$ cat src/rtl/clk_sel_pkg.sv
// Shared types and constants for the divided-clock selector.
// Holds the switch FSM state encoding, selection codes and the edge-detect helper.
package clk_sel_pkg;

    typedef enum logic [1:0] {
        RUN          = 2'd0,
        WAIT_OLD_LOW = 2'd1,
        WAIT_NEW_LOW = 2'd2
    } state_t;

    localparam logic [1:0] SEL_DIV2  = 2'd0;
    localparam logic [1:0] SEL_DIV4  = 2'd1;
    localparam logic [1:0] SEL_DIV8  = 2'd2;
    localparam logic [1:0] SEL_DIV16 = 2'd3;

    // Rising edge of one divided level, judged against last cycle's sample.
    function automatic logic rise_at(input logic [3:0] now_v,
                                     input logic [3:0] prev_v,
                                     input logic [1:0] idx);
        return now_v[idx] & ~prev_v[idx];
    endfunction

endpackage

$ cat src/rtl/clk_sel_tick_if.sv
// Selection request handshake between a requester and clk_sel_tick.
interface clk_sel_tick_if;
    logic [1:0] sel;
    logic       sel_valid;
    logic       sel_ready;

    modport master (output sel, output sel_valid, input sel_ready);
    modport slave  (input sel, input sel_valid, output sel_ready);
endinterface

$ cat src/rtl/clk_tick_counter.sv
// Wrapping event counter advanced by a one-cycle enable.
module clk_tick_counter #(
    parameter int CNT_W = 16
) (
    input  logic             clk,
    input  logic             rst,
    input  logic             en,
    output logic [CNT_W-1:0] count
);
    logic [CNT_W-1:0] count_r;

    // Count register: clears on reset, wraps naturally on overflow.
    always_ff @(posedge clk) begin
        if (!rst) begin
            count_r <= {CNT_W{1'b0}};
        end else if (en) begin
            count_r <= count_r + {{(CNT_W-1){1'b0}}, 1'b1};
        end else begin
            count_r <= count_r;
        end
    end

    assign count = count_r;
endmodule

$ cat src/rtl/clk_sel_tick.sv
// Glitch-free runtime selector over the registered div2/4/8/16 levels with a tick strobe.
// Define CLK_SEL_TICK_COUNT_EN to build the tick counter behind tick_count.
module clk_sel_tick #(
    parameter int         CNT_W     = 16,
    parameter logic [1:0] SEL_RESET = 2'd0
) (
    input  logic             clk,
    input  logic             rst,
    input  logic [3:0]       div_in,
    clk_sel_tick_if.slave    req,
    output logic             clk_out,
    output logic             tick,
    output logic             busy,
    output logic [CNT_W-1:0] tick_count
);
    import clk_sel_pkg::*;

    state_t     state_r, state_next_s;
    logic [1:0] cur_r, cur_next_s;
    logic [1:0] nxt_r, nxt_next_s;
    logic [3:0] prev_r;
    logic       clk_out_r, clk_out_next_s;
    logic       tick_r, tick_next_s;
    logic       busy_r, sel_ready_r;

    // Next-state and output decode; the new source is only exposed after both
    // the old and the new level have been seen low, so no runt high phase can form.
    always_comb begin
        state_next_s   = state_r;
        cur_next_s     = cur_r;
        nxt_next_s     = nxt_r;
        clk_out_next_s = 1'b0;
        tick_next_s    = 1'b0;
        case (state_r)
            RUN: begin
                clk_out_next_s = div_in[cur_r];
                tick_next_s    = rise_at(div_in, prev_r, cur_r);
                if (req.sel_valid && sel_ready_r && (req.sel != cur_r)) begin
                    nxt_next_s   = req.sel;
                    state_next_s = WAIT_OLD_LOW;
                end else begin
                    state_next_s = RUN;
                end
            end
            WAIT_OLD_LOW: begin
                clk_out_next_s = div_in[cur_r];
                tick_next_s    = rise_at(div_in, prev_r, cur_r);
                if (!div_in[cur_r]) begin
                    cur_next_s   = nxt_r;
                    state_next_s = WAIT_NEW_LOW;
                end else begin
                    state_next_s = WAIT_OLD_LOW;
                end
            end
            WAIT_NEW_LOW: begin
                if (!div_in[cur_r]) begin
                    state_next_s = RUN;
                end else begin
                    state_next_s = WAIT_NEW_LOW;
                end
            end
            default: begin
                state_next_s = RUN;
            end
        endcase
    end

    // State, selection, edge history and registered outputs.
    always_ff @(posedge clk) begin
        if (!rst) begin
            state_r     <= RUN;
            cur_r       <= SEL_RESET;
            nxt_r       <= SEL_RESET;
            prev_r      <= 4'b0000;
            clk_out_r   <= 1'b0;
            tick_r      <= 1'b0;
            busy_r      <= 1'b0;
            sel_ready_r <= 1'b1;
        end else begin
            state_r     <= state_next_s;
            cur_r       <= cur_next_s;
            nxt_r       <= nxt_next_s;
            prev_r      <= div_in;
            clk_out_r   <= clk_out_next_s;
            tick_r      <= tick_next_s;
            busy_r      <= (state_next_s != RUN);
            sel_ready_r <= (state_next_s == RUN);
        end
    end

    assign clk_out       = clk_out_r;
    assign tick          = tick_r;
    assign busy          = busy_r;
    assign req.sel_ready = sel_ready_r;

`ifdef CLK_SEL_TICK_COUNT_EN
    clk_tick_counter #(.CNT_W(CNT_W)) u_tick_counter (
        .clk   (clk),
        .rst   (rst),
        .en    (tick_next_s),
        .count (tick_count)
    );
`else
    assign tick_count = {CNT_W{1'b0}};
`endif

endmodule
$ cat src/flat_wrapper.sv
// flat-port wrapper written by rule: the top's interface ports become plain ports
module clk_sel_tick_flat import clk_sel_pkg::*;
#(
    parameter int         CNT_W     = 16,
    parameter logic [1:0] SEL_RESET = 2'd0
)
  (clk, rst, div_in, clk_out, tick, busy, tick_count, req_sel, req_sel_valid, req_sel_ready);
  clk_sel_tick_if req_i ();
  input  logic clk;
  input  logic rst;
  input  logic [3:0] div_in;
  output logic clk_out;
  output logic tick;
  output logic busy;
  output logic [CNT_W-1:0] tick_count;
  input wire logic [$bits(req_i.sel)-1:0] req_sel;
  input wire logic [$bits(req_i.sel_valid)-1:0] req_sel_valid;
  output wire logic [$bits(req_i.sel_ready)-1:0] req_sel_ready;
  assign req_i.sel = req_sel;
  assign req_i.sel_valid = req_sel_valid;
  assign req_sel_ready = req_i.sel_ready;
  clk_sel_tick #(.CNT_W(CNT_W), .SEL_RESET(SEL_RESET)) u_core (.clk(clk), .rst(rst), .div_in(div_in), .req(req_i), .clk_out(clk_out), .tick(tick), .busy(busy), .tick_count(tick_count));
endmodule
$ cat config.mk
export PLATFORM = sky130hd
export DESIGN_NAME = clk_sel_tick_flat
export DESIGN_NICKNAME = d
export VERILOG_FILES = /design/src/rtl/clk_sel_pkg.sv /design/src/rtl/clk_sel_tick_if.sv /design/src/rtl/clk_tick_counter.sv /design/src/rtl/clk_sel_tick.sv /design/src/flat_wrapper.sv
export SDC_FILE = /design/constraint.sdc
export NUM_CORES = 1
export LEC_CHECK = 0
export CORE_UTILIZATION = 45
export DETAILED_ROUTE_END_ITERATION = 7
export DONT_BUFFER_PORTS = 1
export PLACE_DENSITY_LB_ADDON = 0.15
export SLEW_MARGIN = 20
export SYNTH_ARGS = -nofsm -noshare
export SYNTH_HDL_FRONTEND = slang
export SYNTH_HIERARCHICAL = 1
export SYNTH_SLANG_ARGS = --single-unit
$ cat constraint.sdc
create_clock -name clk -period 1.9 [get_ports clk]
set_input_delay 0.285 -clock clk [delete_from_list [all_inputs] [get_ports clk]]
set_output_delay 0.285 -clock clk [all_outputs]
set_load 0.01 [all_outputs]
### Yosys cells after proc, flatten, opt, wreduce, memory -nomap -nowiden

Cells that the tools add are included.

* bits in registers: 14
* output and inout port bits: 20
* word-level logic and storage cells: 32
* input port bits: 9

* bitwise operators: 3
* $lt $le $gt $ge: 1
* mux-type cells: 8
* reduce and logical (&&, ||, !) cells: 9
* equal/unequal tests: 3

Operators by type and width (number)
* case mux 2 bit (3 select lines): 1
* AND reduction 2 bit: 3
* binary-select mux 1 bit (select 2 bit): 2
* logical NOT 2 bit: 2
* two-way mux 2 bit: 2
* less-than comparator 2 x 3 -> 1 bit (second input constant): 1
* two-way mux 1 bit: 3
* equality test 2 x 1 -> 1 bit (second input constant): 1
* equality test 2 bit (second input constant): 1
* logical AND 1 bit: 2
* != test 2 bit: 1
* NOT 1 bit: 2
* nonzero test 2 bit: 1
* OR reduction 2 bit: 1
* AND 1 bit: 1

### Longest topological paths before layout

Gate-level depths: netlist of run 1.

* depth in word-level cells: 5
* depth in mapped cells: 4
* mapped depth without buffers: 3

### Worst setup path after synthesis of run 1

No wires, ideal clock.

* kind: register to register
* from: reg u_core.cur_r[0]
* to: reg u_core.busy_r, in the netlist u_core/busy
* arrival time: 1.347 ns
* required time: 1.780 ns
* library setup time: 0.120 ns
* slack: 0.433 ns
* path buffers: 1
* stages on the path, launching flop included: 5
* clock period less this slack: 1.467 ns
* cells stage by stage: dfxtp_1 buf_6 mux4_2 and3b_4 o31a_1

* longest elaborated chain between the ends: 5
* elaborated cells on any way between the ends: 9
* classes of those cells: eq/ne: 1; mux: 6; reduce/logical: 2

Ends and longest elaborated chain
* from (decl): line clk_sel_tick.sv:19 `logic [1:0] cur_r, cur_next_s;`
* from (signal assigned): line clk_sel_tick.sv:81 `cur_r <= cur_next_s;`
* binary-select mux 1 bit (select 2 bit) / != test 2 bit (equally long branches): line clk_sel_tick.sv:48, clk_sel_tick.sv:56, clk_sel_tick.sv:38
* two-way mux 1 bit (implied by the code) / logical AND 1 bit (equally long branches): line clk_sel_tick.sv:48, clk_sel_tick.sv:56, clk_sel_tick.sv:38
* two-way mux 2 bit, or another cell as far along: line clk_sel_tick.sv:48 `if (!div_in[cur_r]) begin`
* case mux 2 bit (3 select lines) (*): line clk_sel_tick.sv:34 `case (state_r)`
* nonzero test 2 bit (*): line clk_sel_tick.sv:86 `busy_r <= (state_next_s != RUN);`
* to (signal assigned): line clk_sel_tick.sv:86
* to (decl): line clk_sel_tick.sv:24 `logic busy_r, sel_ready_r;`

Mark *: on every way between the ends. The rest lies on a longest branch, timed or not. The select of a mux whose other input is x is not followed.
A chain may end at the register's enable or synchronous reset.

### Worst setup path after layout of run 1

Same ends and word-level chain as after synthesis.

==> results of run 1 <==
-- kinds of logic (layout without fill, tap and decap cells) --
kind of cell | after synthesis | after routing | synth area share, %
simple gates | 19 | 19 | 16.4
buf+inv | 18 | 5 | 19.4
flops | 14 | 14 | 39.9
compound gates | 8 | 8 | 8.72
mux | 6 | 6 | 12.6
xor+xnor | 2 | 2 | 2.49
other cells | 1 | 16 | 0.533
-- area by class of cell --
class	instances	area (sq um)
well taps	15	18.8
repair buffers	1	7.51
multi-input cells	51	343
flip-flops and latches	14	280
fillers	135	697
clock buffers	4	36.3
-- worst max-delay path: stages, from the launching register on --
cell     delay (ns)
dfxtp_1        0.36
mux4_2         0.54
and3b_4        0.21
o31a_1         0.23
-- placed cells by master (no fill, tap or decap), types with 2 or more instances in the layout --
cell type / netlist / routed
nor2_1: 2 / 2
mux2i_1: 4 / 4
and2_1: 4 / 4
dfxtp_1: 14 / 14
xor2_1: 2 / 2
conb_1: 1 / 16
clkbuf_4: 0 / 3
o21a_1: 2 / 2
nand2_1: 5 / 5
-- cells in the mapped netlist (all sizes together) --
| master | number |
|---|---|
| o2111a | 1 |
| nand2b | 1 |
| a21oi | 1 |
| and3b | 2 |
| conb | 1 |
| and2 | 5 |
| dfxtp | 14 |
| buf | 18 |
| o31a | 1 |
| a2111oi | 1 |
| nor3 | 1 |
| o21a | 2 |
| o21ai | 1 |
| and2b | 2 |
| nor2 | 2 |
| o31ai | 1 |
| nand2 | 5 |
| nor2b | 1 |
| mux4 | 2 |
| mux2i | 4 |
| xor2 | 2 |
-- metal layers --
| metal | vias up | global-route usage (%) | part of all wire [%] |
|---|---|---|---|
| li1 | 204 | - | - |
| met5 | - | 0 | 0 |
| met2 | 26 | 21.6 | 47 |
| met1 | 186 | 13.7 | 44 |
| met3 | 2 | 6.52 | 8.3 |
| met4 | 0 | 5.81 | 1.3 |
-- power groups by stage --
stage	Sequential (W)	Combinational (W)	Clock, W
global route	0.000327	0.0000657	0.000232
detailed placement	0.000331	0.0000590	0
floorplan	0.000328	0.0000800	0
CTS	0.000324	0.0000590	0.000220
finish	0.000324	0.0000591	0.000210
global placement	0.000331	0.0000578	0
-- worst paths after layout --
path / slack [ns] / cells past startpoint / endpoint / start
worst max-delay path: 0.46 / 3 / u_core/busy$_SDFF_PN0_ / u_core/cur_r[0]$_SDFFE_PN0P_
worst min register to register: 0.48 / 2 / u_core/nxt_r[1]$_SDFFE_PN0P_ / u_core/nxt_r[1]$_SDFFE_PN0P_
worst max register to register: 0.46 / 3 / u_core/busy$_SDFF_PN0_ / u_core/cur_r[0]$_SDFFE_PN0P_
worst min-delay path: 0.07 / 1 / u_core/req.sel_ready$_SDFF_PN1_ / rst
-- stage by stage --
| stage | total power (W) | worst slack [ns] | util (%) | instances | hold slack [ns] |
|---|---|---|---|---|---|
| 6_report | 0.000593 | 0.455 | 49.6 | 85 | 0.0733 |
| 5_1_grt | 0.000624 | 0.404 | 49.6 | 85 | 0.0677 |
| 4_1_cts | 0.000603 | 0.438 | 49.6 | 85 | 0.0668 |
| 3_5_place_dp | 0.000390 | 0.456 | 47.0 | 81 | 0.364 |
| 3_3_place_gp | 0.000389 | 0.499 | 47.0 | 81 | 0.370 |
| 2_1_floorplan | 0.000408 | 0.433 | - | 83 | 0.407 |
-- sequential cells by signal (all words and copies together) (netlist names) --
name	flops
u_core/nxt_r	2
u_core/req.sel_ready	1
u_core/cur_r	2
u_core/tick	1
u_core/prev_r	4
u_core/clk_out	1
u_core/busy	1
u_core/state_r	2
==> flow_summary.ini, run 1 <==
[critical_path]
setup.worst_path.class = reg2reg
cp-start-kind = flip-flop
cp-end-kind = flip-flop
critPathMaxFanout = 4
arrival_ns = 1.62
required_ns = 2.07

[place]
io_buffers = 0
placed_area_sq_um = 649
hpwl_microns = 765
globalplace.congestion = 0.731

[drt]
drc = 0
drt_pre_antenna_iters = 4
wl_per_cell_microns = 11.8
viasPerCell = 4.92
vias = 418
ant_nets = 0
wl_mm = 1.00
drtIter0Drc = 4

[logic_synthesis]
syn_area_per_cell_sq_um = 10.3
synth_top_area_cell = dfxtp_1
syn_inst = 68
syn-cell-area_sq_um = 703
yosysWarningCount = 6
ys_ff_latch = 14
synth.area.top_cells = dfxtp_1, buf_4, mux2i_1, mux4_1, and2_1
ys_seq_area_share_pct = 39.9
yosys.cell_types.count = 27
yosysTopAreaCellShare_pct = 39.9

[job]
cap_viol_max_count = 0

[sta]
period_needed_ns = 1.44
fin_skew_ns = 0.00221
clock.fmax_mhz = 692
setup_viol_count_final = 0
fin_setup_tns_ns = 0
final-max-slew-violation-count = 0
final_hold_viol_count = 0
rsz0062_at_grt = no
post-route-period-util_pct = 76.0

[floorplan]
dieArea_sq_mm = 0.00172
die_width_microns = 41.5
io_pins = 29
die_y_microns = 41.5
start_util_pct = 50.9
rows = 13
core_area_sq_mm = 0.00138

[clock_tree]
cts.sinks = 14
ctsRootBufferMaster = clkbuf_4
path_clk_slew_ns = 0.08
cts_buffers = 3
cts_tree = yes
cts-htree-levels = 1
post_cts_buffers = 0
cts_hold_buf = 0
clockBufferDepth = 2
ctsResizeCount = 0
clk_latency_ns = 0.28

[pwr]
vdd_ir_drop_max_mv = 0.621
p_per_area_mw_per_mm2 = 865
combPwrFrac_pct = 10.0
switching_share_pct = 23.4
power_frac_clock_pct = 35.5
p_leak_nw = 0.294
intPower_w = 0.000454
switchingPower_w = 0.000139
seqPwrFrac_pct = 54.6

[grt]
grt_max_degree = 16
grt_pass1_wl_mm = 1.66
antenna_found_initial = 0
grt_use_total_pct = 13.0
grt-ovfl-total = 0
grt_pass1_vias = 392

[final_layout]
layout-drive-gt1-share_pct = 14.3
nNetsFinal = 80
areaGrowthSynthToFinish_pct = -2.49
n_antenna_cell = 0
final_area_sq_um = 686

[status]
status = finished, final reports clean

[hold_path]
min_path_type = in2reg
No activity file was read; power rests on OpenSTA's default activity.
==> run 2, diff against run 1 <==
==> constraint.sdc (replaced) <==
create_clock -name clk -period 1.45 [get_ports clk]
set_input_delay 0.2175 -clock clk [delete_from_list [all_inputs] [get_ports clk]]
set_output_delay 0.2175 -clock clk [all_outputs]
set_load 0.01 [all_outputs]
==> flow_summary.ini, run 2 (synthesis gave the netlist of run 1 again) <==
[clock_tree]
cts.sinks = 14
cts_tree = yes
path_clk_slew_ns = 0.08
clk_latency_ns = 0.26
cts-htree-levels = 1
post_cts_buffers = 0
ctsRootBufferMaster = clkbuf_4
cts_hold_buf = 0
clockBufferDepth = 2
cts_buffers = 3

[floorplan]
start_util_pct = 50.9
dieArea_sq_mm = 0.00172
core_area_sq_mm = 0.00138
io_pins = 29
die_y_microns = 41.5
die_width_microns = 41.5
rows = 13

[critical_path]
path_cells = mux4_2 -> and3b_4 -> o31a_1
cp_slowest_cell = mux4_2
cp_num_buf_inv = 0
cp-end-kind = flip-flop
critPathMaxFanout = 4
cp-start-kind = flip-flop
cpLargestDelayFamily = multiplexers
arrival_ns = 1.56
setup.worst_path.class = reg2reg
slowest_delay_ns = 0.52
required_ns = 1.61

[sta]
post-route-period-util_pct = 96.9
setup_ws_ns = 0.0453
clock.fmax_mhz = 712
final_hold_viol_count = 0
fin_setup_tns_ns = 0
fin_skew_ns = 0.000352
setup_viol_count_final = 0
final-max-slew-violation-count = 0
rsz0062_at_grt = no
period_needed_ns = 1.40

[final_layout]
layout_commonest_cell = conb_1
areaGrowthSynthToFinish_pct = -3.02
regMostFlops = u_core/prev_r
nNetsFinal = 81
n_antenna_cell = 0
layout_common_cells = conb_1, dfxtp_1, nand2_1
layout-drive-gt1-share_pct = 15.7
fillers = 136
largest_reg_flops = 4

[place]
io_buffers = 0
globalplace.congestion = 0.758
pre_cts_slack_ns = 0.0589
hpwl_microns = 790

[drt]
viasPerCell = 4.91
vias = 417
drt_pre_antenna_iters = 4
wl_microns = 980
wl_per_cell_microns = 11.5
drc = 0
ant_nets = 0
drtIter0Drc = 10

[grt]
antenna_found_initial = 0
grt_pass1_vias = 380
grt_use_total_pct = 12.0
grt-ovfl-total = 0
grt_pass1_wl_mm = 1.62
grt_max_degree = 16

[pwr]
p_leak_nw = 0.293
p_per_area_mw_per_mm2 = 1040
vdd_ir_drop_max_mv = 0.303

[status]
status = finished, final reports clean

[job]
cap_viol_max_count = 0

[hold_path]
min_path_type = in2reg
-- run 2: layer usage --
| layer | up-vias | part of all wire, % | track usage (%) |
|---|---|---|---|
| li1 | 204 | - | - |
| met1 | 189 | 43 | 13.3 |
| met2 | 24 | 50 | 22.2 |
| met3 | 0 | 6.4 | 3.04 |
| met4 | 0 | 0 | 3.87 |
| met5 | - | 0 | 0 |
-- run 2: path summary, 6_finish.rpt --
path	start	slack, ns	depth (start not counted)	to
setup / recovery	u_core/cur_r[0]$_SDFFE_PN0P_	0.05	3	u_core/busy$_SDFF_PN0_
hold / removal	rst	0.02	1	u_core/req.sel_ready$_SDFF_PN1_
setup reg to reg	u_core/cur_r[0]$_SDFFE_PN0P_	0.05	3	u_core/busy$_SDFF_PN0_
hold reg to reg	u_core/nxt_r[0]$_SDFFE_PN0P_	0.47	2	u_core/cur_r[0]$_SDFFE_PN0P_
-- run 2: final cells by class --
type,count,area [sq um],share of cell area [%]
multi-input combinational,51,344,50.5
clock buffer,3,22.5,3.30
timing repair buffer,2,15.0,2.20
tap,15,18.8,2.75
sequential,14,282,41.3
-- run 2: what timing repair did --
action | 4_1_cts | 5_1_grt
endpoints found under the hold margin | 0 | 0
setup endpoints to repair | 0 | 1
resized for setup | 0 | 1
-- run 2: power breakdown --
group	total [W]	internal, W	switching [W]
sequential	0.000424	0.000409	0.0000157
clock	0.000206	0.0000958	0.000110
combinational	0.0000779	0.0000346	0.0000433
-- run 2: through the flow --
| stage | cell area (sq um) | hold WS [ns] | power, W | util (%) | instances |
|---|---|---|---|---|---|
| global route | 682 | 0.00923 | 0.000749 | 49.3 | 85 |
| floorplan | 761 | 0.339 | 0.000535 | - | 83 |
| detailed placement | 658 | 0.293 | 0.000511 | 47.6 | 82 |
| CTS | 681 | 0.0126 | 0.000718 | 49.2 | 85 |
| global placement | 658 | 0.304 | 0.000510 | 47.6 | 82 |
| finish | 682 | 0.0198 | 0.000708 | 49.3 | 85 |
==> run 3, diff against run 2 <==
--- a/config.mk
+++ b/config.mk
@@ -5,9 +5,12 @@
 export SDC_FILE = /design/constraint.sdc
 export NUM_CORES = 1
 export LEC_CHECK = 0
+export ABC_CLOCK_PERIOD_IN_PS = 1450
+export CORE_MARGIN = 4
 export CORE_UTILIZATION = 45
 export DETAILED_ROUTE_END_ITERATION = 7
 export DONT_BUFFER_PORTS = 1
+export HOLD_SLACK_MARGIN = 0.06
 export PLACE_DENSITY_LB_ADDON = 0.15
 export SLEW_MARGIN = 20
 export SYNTH_ARGS = -nofsm -noshare
==> flow_summary.ini, run 3 (synthesis gave the netlist of run 1 again) <==
[final_layout]
fin_util_pct = 50.2
n_antenna_cell = 0
layout_common_cells = conb_1, dfxtp_1, nand2_1, dlygate4sd3_1
areaGrowthSynthToFinish_pct = 6.23
layout-drive-gt1-share_pct = 15.8
largest_reg_flops = 4
nNetsFinal = 86
regMostFlops = u_core/prev_r
fillers = 140
layout_commonest_cell = conb_1

[grt]
grt_max_degree = 9
grt-ovfl-total = 0
grt_use_total_pct = 11.6
grt_pass1_wl_mm = 1.76
grt_pass1_vias = 384
antenna_found_initial = 0

[place]
globalplace.congestion = 0.742
io_buffers = 0
hpwl_microns = 898
pre_cts_slack_ns = 0.0488

[clock_tree]
cts_tree = yes
ctsRootBufferMaster = clkbuf_4
cts.sinks = 14
cts-htree-levels = 1
path_clk_slew_ns = 0.08
cts_buffers = 3
clk_latency_ns = 0.27
post_cts_buffers = 0
clockBufferDepth = 2

[drt]
wl_per_cell_microns = 13.2
vias = 432
ant_nets = 0
drt_pre_antenna_iters = 4
drtIter0Drc = 3
viasPerCell = 4.70
wl_mm = 1.21
drc = 0

[pwr]
p_total_w = 0.000786
p_leak_nw = 0.321
p_per_area_mw_per_mm2 = 1050
vdd_ir_drop_max_mv = 0.355

[critical_path]
cp_slowest_cell = mux4_2
cp-end-kind = flip-flop
required_ns = 1.61
setup.worst_path.class = reg2reg
path_cells = mux4_2 -> and3b_4 -> o31a_1
arrival_ns = 1.58
slowest_delay_ns = 0.53
critPathMaxFanout = 4
ff2ff_path_depth = 3
cp-start-kind = flip-flop

[floorplan]
dieArea_sq_mm = 0.00226
io_pins = 29
die_width_microns = 47.5
rows = 14
core_area_sq_mm = 0.00149
start_util_pct = 47.2
die_y_microns = 47.5

[sta]
setup_viol_count_final = 0
rsz0062_at_grt = yes
setup_ws_ns = 0.0327
final-max-slew-violation-count = 0
final_hold_viol_count = 0
post-route-period-util_pct = 97.7
fin_skew_ns = 0.00306
clock.fmax_mhz = 706
period_needed_ns = 1.42

[job]
cap_viol_max_count = 0

[hold_path]
whs_path_depth = 2
min_path_type = in2reg

[status]
status = finished, final reports clean
## run 3: worst max-delay path, delay by kind of cell, from the launching register on
| kind | cells | cell delay [ns] |
|---|---|---|
| and+or+nand+nor | 1 | 0.21 |
| AOI/OAI and AO/OA | 1 | 0.23 |
| muxes | 1 | 0.53 |
| DFF | 1 | 0.34 |
## run 3: metal layers
layer | track usage, % | vias to the layer above | routed length (microns)
met2 | 18.2 | 15 | 585
met4 | 8.06 | 0 | 19
met5 | 0 | - | 0
li1 | - | 213 | -
met1 | 14.1 | 202 | 517
met3 | 2.26 | 2 | 91
## run 3: area by class of cell
cell class	instances	area (sq um)	share of cell area [%]
multi-input cells	51	344	46.1
clock buffers	4	36.3	4.86
flip-flops and latches	14	282	37.7
well taps	16	20.0	2.68
repair buffers	7	65.1	8.71
## run 3: path summary, 6_finish.rpt
check                               startpoint                            to  slack (ns)
setup reg to reg  u_core/cur_r[0]$_SDFFE_PN0P_        u_core/busy$_SDFF_PN0_        0.03
hold / removal                      req_sel[0]  u_core/nxt_r[0]$_SDFFE_PN0P_        0.09
setup / recovery  u_core/cur_r[0]$_SDFFE_PN0P_        u_core/busy$_SDFF_PN0_        0.03
hold reg to reg   u_core/nxt_r[1]$_SDFFE_PN0P_  u_core/nxt_r[1]$_SDFFE_PN0P_        0.49
## run 3: per-stage QoR
step                cells  setup TNS (ns)  hold slack [ns]  cell area [sq um]
floorplan              83        -0.00922            0.339                761
global placement       83               0            0.300                659
detailed placement     83               0            0.299                659
CTS                    92               0           0.0798                746
global route           92         -0.0332           0.0832                747
finish                 92               0           0.0890                747
## run 3: where the power goes
part	switching, W	internal, W
Combinational	0.0000496	0.0000434
Sequential	0.0000157	0.000409
Clock	0.000116	0.000152
Total	0.000182	0.000604
## run 3: timing repair
| action | 4_1_cts | 5_1_grt |
|---|---|---|
| endpoints found under the setup margin | 0 | 2 |
| hold buffers | 5 | 0 |
| resized for setup | 0 | 1 |
| hold endpoints to repair | 8 | 0 |
